**src/rtl/adder_acc_if.sv**
```systemverilog
// adder_acc_if: batch control, operand stream and result stream of adder_accumulator.
interface adder_acc_if #(
    parameter int N  = 8,
    parameter int CW = 4
);
    logic          start;
    logic          inValid;
    logic          inReady;
    logic [N-1:0]  termIn;
    logic          outValid;
    logic          outReady;
    logic [N-1:0]  outSum;
    logic [CW-1:0] outCarryCount;
    logic          busy;

    modport master (
        output start, inValid, termIn, outReady,
        input  inReady, outValid, outSum, outCarryCount, busy
    );

    modport slave (
        input  start, inValid, termIn, outReady,
        output inReady, outValid, outSum, outCarryCount, busy
    );
endinterface

```
**src/rtl/adder_accumulator.sv**
```systemverilog
// adder_accumulator: sums a batch of LEN terms and counts carries (saturating at 2^CW-1).
// Optional ADDER_ACC_SATURATE_EN clamps the accumulator to all ones once an add carries.
module adder_accumulator #(
    parameter int N   = 8,
    parameter int LEN = 4,
    parameter int CW  = 4
) (
    input logic         clk,
    input logic         reset,
    adder_acc_if.slave  bus
);
    localparam int TW = (LEN > 1) ? $clog2(LEN) : 1;

    typedef enum logic [1:0] {IDLE, ACCUM, DONE} state_t;

    state_t        r_state;
    state_t        w_next;
    logic [N-1:0]  r_acc;
    logic [TW-1:0] r_cnt;
    logic [CW-1:0] r_carry;
    logic          w_xfer;
    logic          w_last;
    logic          w_c;
    logic [N-1:0]  w_add;
    logic [N-1:0]  w_acc_next;

    assign w_xfer       = (r_state == ACCUM) && bus.inValid;
    assign w_last       = r_cnt == TW'(LEN - 1);
    assign {w_c, w_add} = {1'b0, r_acc} + {1'b0, bus.termIn};

`ifdef ADDER_ACC_SATURATE_EN
    assign w_acc_next = w_c ? '1 : w_add;
`else
    assign w_acc_next = w_add;
`endif

    always_comb begin
        w_next = r_state;
        case (r_state)
            IDLE:    w_next = bus.start ? ACCUM : IDLE;
            ACCUM:   w_next = (bus.inValid && w_last) ? DONE : ACCUM;
            DONE:    w_next = bus.outReady ? IDLE : DONE;
            default: w_next = IDLE;
        endcase
    end

    always_ff @(posedge clk) begin
        if (reset) begin
            r_state <= IDLE;
            r_acc   <= '0;
            r_cnt   <= '0;
            r_carry <= '0;
        end else begin
            r_state <= w_next;
            if (r_state == IDLE && bus.start) begin
                r_acc   <= '0;
                r_cnt   <= '0;
                r_carry <= '0;
            end else if (w_xfer) begin
                r_acc   <= w_acc_next;
                r_cnt   <= r_cnt + TW'(1);
                r_carry <= (w_c && r_carry != '1) ? r_carry + CW'(1) : r_carry;
            end
        end
    end

    // Results come straight from the registers so they hold through IDLE until the next start.
    assign bus.inReady       = r_state == ACCUM;
    assign bus.outValid      = r_state == DONE;
    assign bus.busy          = r_state != IDLE;
    assign bus.outSum        = r_acc;
    assign bus.outCarryCount = r_carry;
endmodule

```
**src/flat_wrapper.sv**
```systemverilog
// flat-port wrapper written by rule: the top's interface ports become plain ports
module adder_accumulator_flat 
#(
    parameter int N   = 8,
    parameter int LEN = 4,
    parameter int CW  = 4
)
  (clk, reset, bus_start, bus_inValid, bus_termIn, bus_outReady, bus_inReady, bus_outValid, bus_outSum, bus_outCarryCount, bus_busy);
  adder_acc_if #(.N(N), .CW(CW)) bus_i ();
  input logic clk;
  input logic reset;
  input wire logic [$bits(bus_i.start)-1:0] bus_start;
  input wire logic [$bits(bus_i.inValid)-1:0] bus_inValid;
  input wire logic [$bits(bus_i.termIn)-1:0] bus_termIn;
  input wire logic [$bits(bus_i.outReady)-1:0] bus_outReady;
  output wire logic [$bits(bus_i.inReady)-1:0] bus_inReady;
  output wire logic [$bits(bus_i.outValid)-1:0] bus_outValid;
  output wire logic [$bits(bus_i.outSum)-1:0] bus_outSum;
  output wire logic [$bits(bus_i.outCarryCount)-1:0] bus_outCarryCount;
  output wire logic [$bits(bus_i.busy)-1:0] bus_busy;
  assign bus_i.start = bus_start;
  assign bus_i.inValid = bus_inValid;
  assign bus_i.termIn = bus_termIn;
  assign bus_i.outReady = bus_outReady;
  assign bus_inReady = bus_i.inReady;
  assign bus_outValid = bus_i.outValid;
  assign bus_outSum = bus_i.outSum;
  assign bus_outCarryCount = bus_i.outCarryCount;
  assign bus_busy = bus_i.busy;
  adder_accumulator #(.N(N), .LEN(LEN), .CW(CW)) u_core (.clk(clk), .reset(reset), .bus(bus_i));
endmodule
```
**config.mk**
```make
export PLATFORM = sky130hd
export DESIGN_NAME = adder_accumulator_flat
export DESIGN_NICKNAME = d
export VERILOG_FILES = /design/src/rtl/adder_acc_if.sv /design/src/rtl/adder_accumulator.sv /design/src/flat_wrapper.sv
export SDC_FILE = /design/constraint.sdc
export NUM_CORES = 1
export LEC_CHECK = 0
export ABC_AREA = 1
export CELL_PAD_IN_SITES_DETAIL_PLACEMENT = 1
export CELL_PAD_IN_SITES_GLOBAL_PLACEMENT = 2
export CORE_UTILIZATION = 24
export CTS_CLUSTER_SIZE = 28
export DETAILED_ROUTE_END_ITERATION = 10
export GPL_ROUTABILITY_DRIVEN = 0
export PLACE_DENSITY_LB_ADDON = 0.3
export RECOVER_POWER = 100
export SLEW_MARGIN = 15
export SYNTH_ARGS = -nofsm -noshare
export SYNTH_HDL_FRONTEND = slang
export SYNTH_SLANG_ARGS = --single-unit
export TNS_END_PERCENT = 30
```
**constraint.sdc**
```tcl
create_clock -name clk -period 1.6 [get_ports clk]
set_input_delay 0.32 -clock clk [delete_from_list [all_inputs] [get_ports clk]]
set_output_delay 0.32 -clock clk [all_outputs]
set_load 0.03 [all_outputs]
```
======== Word level (Yosys, flattened, before mapping) ========
Cells that the tools add are included.
W data, S select, Z words.
word-level totals
  register bits ........................... 16
  output and inout port bits .............. 15
  word-level logic and storage cells ...... 23
cells by class
  add/subtract/negate cells ............... 3
  equality and inequality tests ........... 4
  muxes and demuxes ....................... 4
  reduce and logical (&&, ||, !) cells .... 8
operator list
  kind                   number
  $add A8 B8 Y9          1
  $pmux W2 S3            1
  $add A4 B1 Y4 const B  1
  $eq A2 B2 Y1 const B   2
  $logic_and A1 B1 Y1    4
  $mux W2                2
  $ne A4 B4 Y1 const B   1
  $add A2 B1 Y2 const B  1
  $eq A2 B1 Y1 const B   1
  $logic_not A2 Y1       1
  $reduce_and A2 Y1      1
  $reduce_bool A2 Y1     1
  $reduce_or A2 Y1       1
  $mux W1                1

======== Depth between registers and ports, before layout ========
  depth after elaboration ................. 4
  gate-level depth with buffers ........... 10
  gate-level depth less buffers ........... 10

======== Worst setup path before layout ========
OpenSTA, ideal clock, no wires.
  path kind ............................... flip-flop to flip-flop
  start ................................... register u_core.r_acc[0], in the netlist u_core.bus.outSum[0]
  end ..................................... register u_core.r_carry[0], in the netlist u_core.bus.outCarryCount[0]
  library setup time ...................... 113 ps
  data arrival time ....................... 1,580 ps
  required time ........................... 1,487 ps
  setup slack ............................. -92 ps
  stages on the path, launching flop included .. 11
  cell sequence ........................... dfxtp_1 > ha_1 > fa_1 > nand2_1 > nand2_1 > nand3_2 > nand2_2 > nand3_2 > nand2_1 > nand2_1 > nor2_2
on the way
  longest elaborated chain between the ends .. 3
ends and longest elaborated chain
  item                                RTL line                 RTL
  from (decl)                         adder_accumulator.sv:18  logic [N-1:0] r_acc;
  from (signal assigned)              adder_accumulator.sv:60  r_acc <= w_acc_next;
  $add A8 B8 Y9                       adder_accumulator.sv:29  assign {w_c, w_add} = {1'b0, r_acc} + {1'b0, bus.termIn};
  $logic_and A1 B1 Y1                 adder_accumulator.sv:62  r_carry <= (w_c && r_carry != '1) ? r_carry + CW'(1) : r_carry;
  $reduce_and A2 Y1 (no source line)  --
  to (signal assigned)                adder_accumulator.sv:62
  to (decl)                           adder_accumulator.sv:20  logic [CW-1:0] r_carry;
Every way passes these cells.
A chain may end at the register's enable or synchronous reset.

======== Final worst setup path ========
  start ................................... input bus_termIn[0]
  end ..................................... register u_core.r_acc[6], in the netlist u_core.bus.outSum[6]
on the way
  longest elaborated chain between the ends .. 1
ends and longest elaborated chain
  item           RTL line                 RTL
  from (decl)    flat_wrapper.sv:14       input wire logic [$bits(bus_i.termIn)-1:0] bus_termIn;
  $add A8 B8 Y9  adder_accumulator.sv:29
Every way passes these cells.

==> summary.txt <==
Run status
  • Status: complete, no violations

Global routing
  • First-pass GRT wire length: 5410 um
  • Vias in the first global route: 1203
  • Largest net degree at the start of global routing: 17
  • Initial antenna violation count: 0
  • Grt total ovfl: 0
  • Total Routing Usage GR: 0.139

Yosys
  • Synth top area cells: dfxtp_1, nand2_1, ha_1
  • Syn Std Cell Area: 1120 um2
  • Mapped Cells: 158
  • Syn_area_per_cell: 7.06 um2
  • Post-synthesis sequential area ratio: 0.287
  • Net Count, Synth: 182
  • Post-synth cell types: 29
  • #FFs+latches synth: 16
  • Yosys warnings: 0
  • Cell taking the most area after synthesis: dfxtp_1
  • Yosys top cell area share: 0.287

Routing
  • DR vias/cell: 4.52
  • DRC viols: 0
  • WL/cell: 12.3 um
  • Routed vias: 1125
  • First-pass iteration count of the detailed router: 4
  • Initial DRC count: 19
  • Final wirelength: 3060 um
  • Antenna Nets Post-Route: 0

Power
  • Peak VDD IR: 0.282 mV
  • Power Density: 629 nW/um2
  • P_leak: 0.000890 uW

Timing
  • Setup Skew: 0.880 ps
  • Hold slack: 471 ps
  • Worst slew pin tran: 319 ps
  • FMAX: 0.648 GHz
  • Final Critical Period: 1540 ps
  • Final setup fails: 0
  • Unrepaired setup endpoints after global routing: true
  • Ratio of final minimum period to clock period: 0.964
  • Slew Viols, Final: 0
  • Relative slew slack: 0.788
  • Setup TNS: 0 ps
  • Hold Vio Cnt, Final: 0

Setup path
  • Reg2reg start: u_core.bus.outSum[0]
  • CP max FO: 3
  • Setup CP Type: primary input to register
  • Setup crit end kind: register
  • Worst R2R Setup Slack: 60 ps
  • Arrival time at the worst endpoint: 1690 ps
  • Worst endpoint required time: 1750 ps
  • Worst R2R End: u_core.bus.outSum[6]
  • R2R depth: 10
  • Startpoint types: primary input

Place
  • Post-DP HPWL: 2370 um
  • IO Port Bufs: 27

Clock tree
  • Clock Tree Root: clkbuf_8
  • Clock buffer count from CTS: 3
  • Clock transition at path regs: 70 ps
  • Clock sink total: 16
  • Max H-tree Level: 1
  • Hold_buf cts: 0
  • Bufs on Longest Clock Path: 2
  • CTS tree: built
  • Worst-Skew Late Latency: 250 ps

Cells and area
  • Most frequent cells in the layout: nand2_1, inv_1, dlygate4sd2_1
  • Share of layout cells above drive strength 1: 0.228
  • Most common cell after layout, fill and taps aside: nand2_1
  • Syn-to-layout area delta: 50.3%
  • Filler Cell Count: 543
  • Diodes inserted: 0
  • Nets: 222

Hold path
  • HP Start: u_core.r_cnt[1]
  • Worst Hold Path EP: u_core.r_cnt[1]
  • Worst hold path depth: 2
  • Hold Crit Class: register to register

Floorplan
  • Core ar.: 4410 um2
  • # IOs: 28
  • Starting Density: 0.253
  • Die Span X: 70.2 um
  • Chip height: 70.2 um
  • Die area: 4930 um2
  • Rows: 24

Run
  • Max-Cap Viols: 0
==> critical path, stage by stage <==
cell	delay (ps)
dlygate4sd2_1	260
ha_4	170
fa_2	340
nand2_2	80
nand2_2	60
nand3b_1	100
nand2_2	70
nand2_1	60
nand2_1	50
o21bai_1	140
inv_1	50
==> cells by family after synthesis <==
| kind of cell | after synthesis | share of synthesized area |
|---|---|---|
| XOR/XNOR | 3 | 0.0235 |
| AND/OR/NAND/NOR | 82 | 0.351 |
| AO/OA/AOI/OAI | 18 | 0.0942 |
| flip-flops | 16 | 0.287 |
| buffers and inverters | 28 | 0.114 |
| adder cells (fa/ha/maj) | 11 | 0.130 |
==> final cells by class <==
class	instances	area, um2	share of cell area
Multi-Input combinational cell	114	791	0.471
Clock buffer	4	55.1	0.0328
Tap cell	52	65.1	0.0388
Timing Repair Buffer	36	333	0.198
Inverter	27	113	0.0671
Sequential cell	16	322	0.192
==> worst max-delay path by stage <==
stage / start / endpoint / slack, ps / depth (start not counted)
after floorplan: u_core.bus.outSum[0] / u_core.bus.outCarryCount[0] / 8 / 10
after global placement: bus_termIn[0] / u_core.bus.outCarryCount[0] / -420 / 11
after detailed placement: bus_termIn[0] / u_core.bus.outCarryCount[0] / -490 / 11
after CTS: bus_termIn[5] / u_core.bus.outCarryCount[0] / -6 / 10
after global routing: u_core.bus.outSum[0] / u_core.bus.outSum[6] / -40 / 10
final: bus_termIn[0] / u_core.bus.outSum[6] / 60 / 11
==> synthesized netlist by cell type <==
master / count
clkinv_2: 1
inv_2: 1
inv_8: 1
nand3_2: 3
o21ai_0: 2
nand2_8: 1
nand2_4: 1
nor2_2: 3
or2_1: 1
a21oi_1: 9
o21bai_1: 2
buf_8: 1
nand3_1: 9
o21ai_1: 1
nor2_1: 12
inv_1: 23
fa_1: 1
nand2_1: 44
nor3_1: 1
xor2_1: 2
o21a_1: 4
ha_1: 10
xnor2_1: 1
or2_2: 1
dfxtp_1: 16
inv_4: 1
nand3b_1: 1
nand2_2: 3
nand4_1: 2
==> flip-flops by register name, summed over array words and instances, names as in the netlist <==
name,flops
u_core.bus.outCarryCount,4
u_core.r_state,2
u_core.r_cnt,2
u_core.bus.outSum,8
==> what timing repair did <==
action,in CTS,in global routing
endpoints found under the setup margin,22,8
pin swaps,4,8
cloned,0,0
setup buffers,1,0
resized for setup,24,15
==> where the power goes <==
part / switching, uW / total [uW] / internal, uW
combinational: 142 / 259 / 118
clock: 154 / 373 / 219
sequential: 13.0 / 422 / 409
total: 309 / 1050 / 746
==> stage by stage <==
step	setup WS, ps	instances	area, um2	total power [uW]	util
2_1_floorplan	7.71	158	1120	568	-
3_3_place_gp	-421	244	1500	666	0.340
3_5_place_dp	-491	244	1500	673	0.340
4_1_cts	-6.40	249	1590	1060	0.361
5_1_grt	-44.3	249	1680	1120	0.380
6_report	57.0	249	1680	1050	0.380
==> per-layer routing <==
metal  track usage  wire [um]  part of all wire  up-vias
met1         0.161       1360              0.44      531
met2         0.250       1580              0.52       18
met5             0          0                 0        -
met4        0.0444         31             0.010        0
li1              -          -                 -      574
met3        0.0332         91             0.030        2
Power figures use the tool's default switching activity.
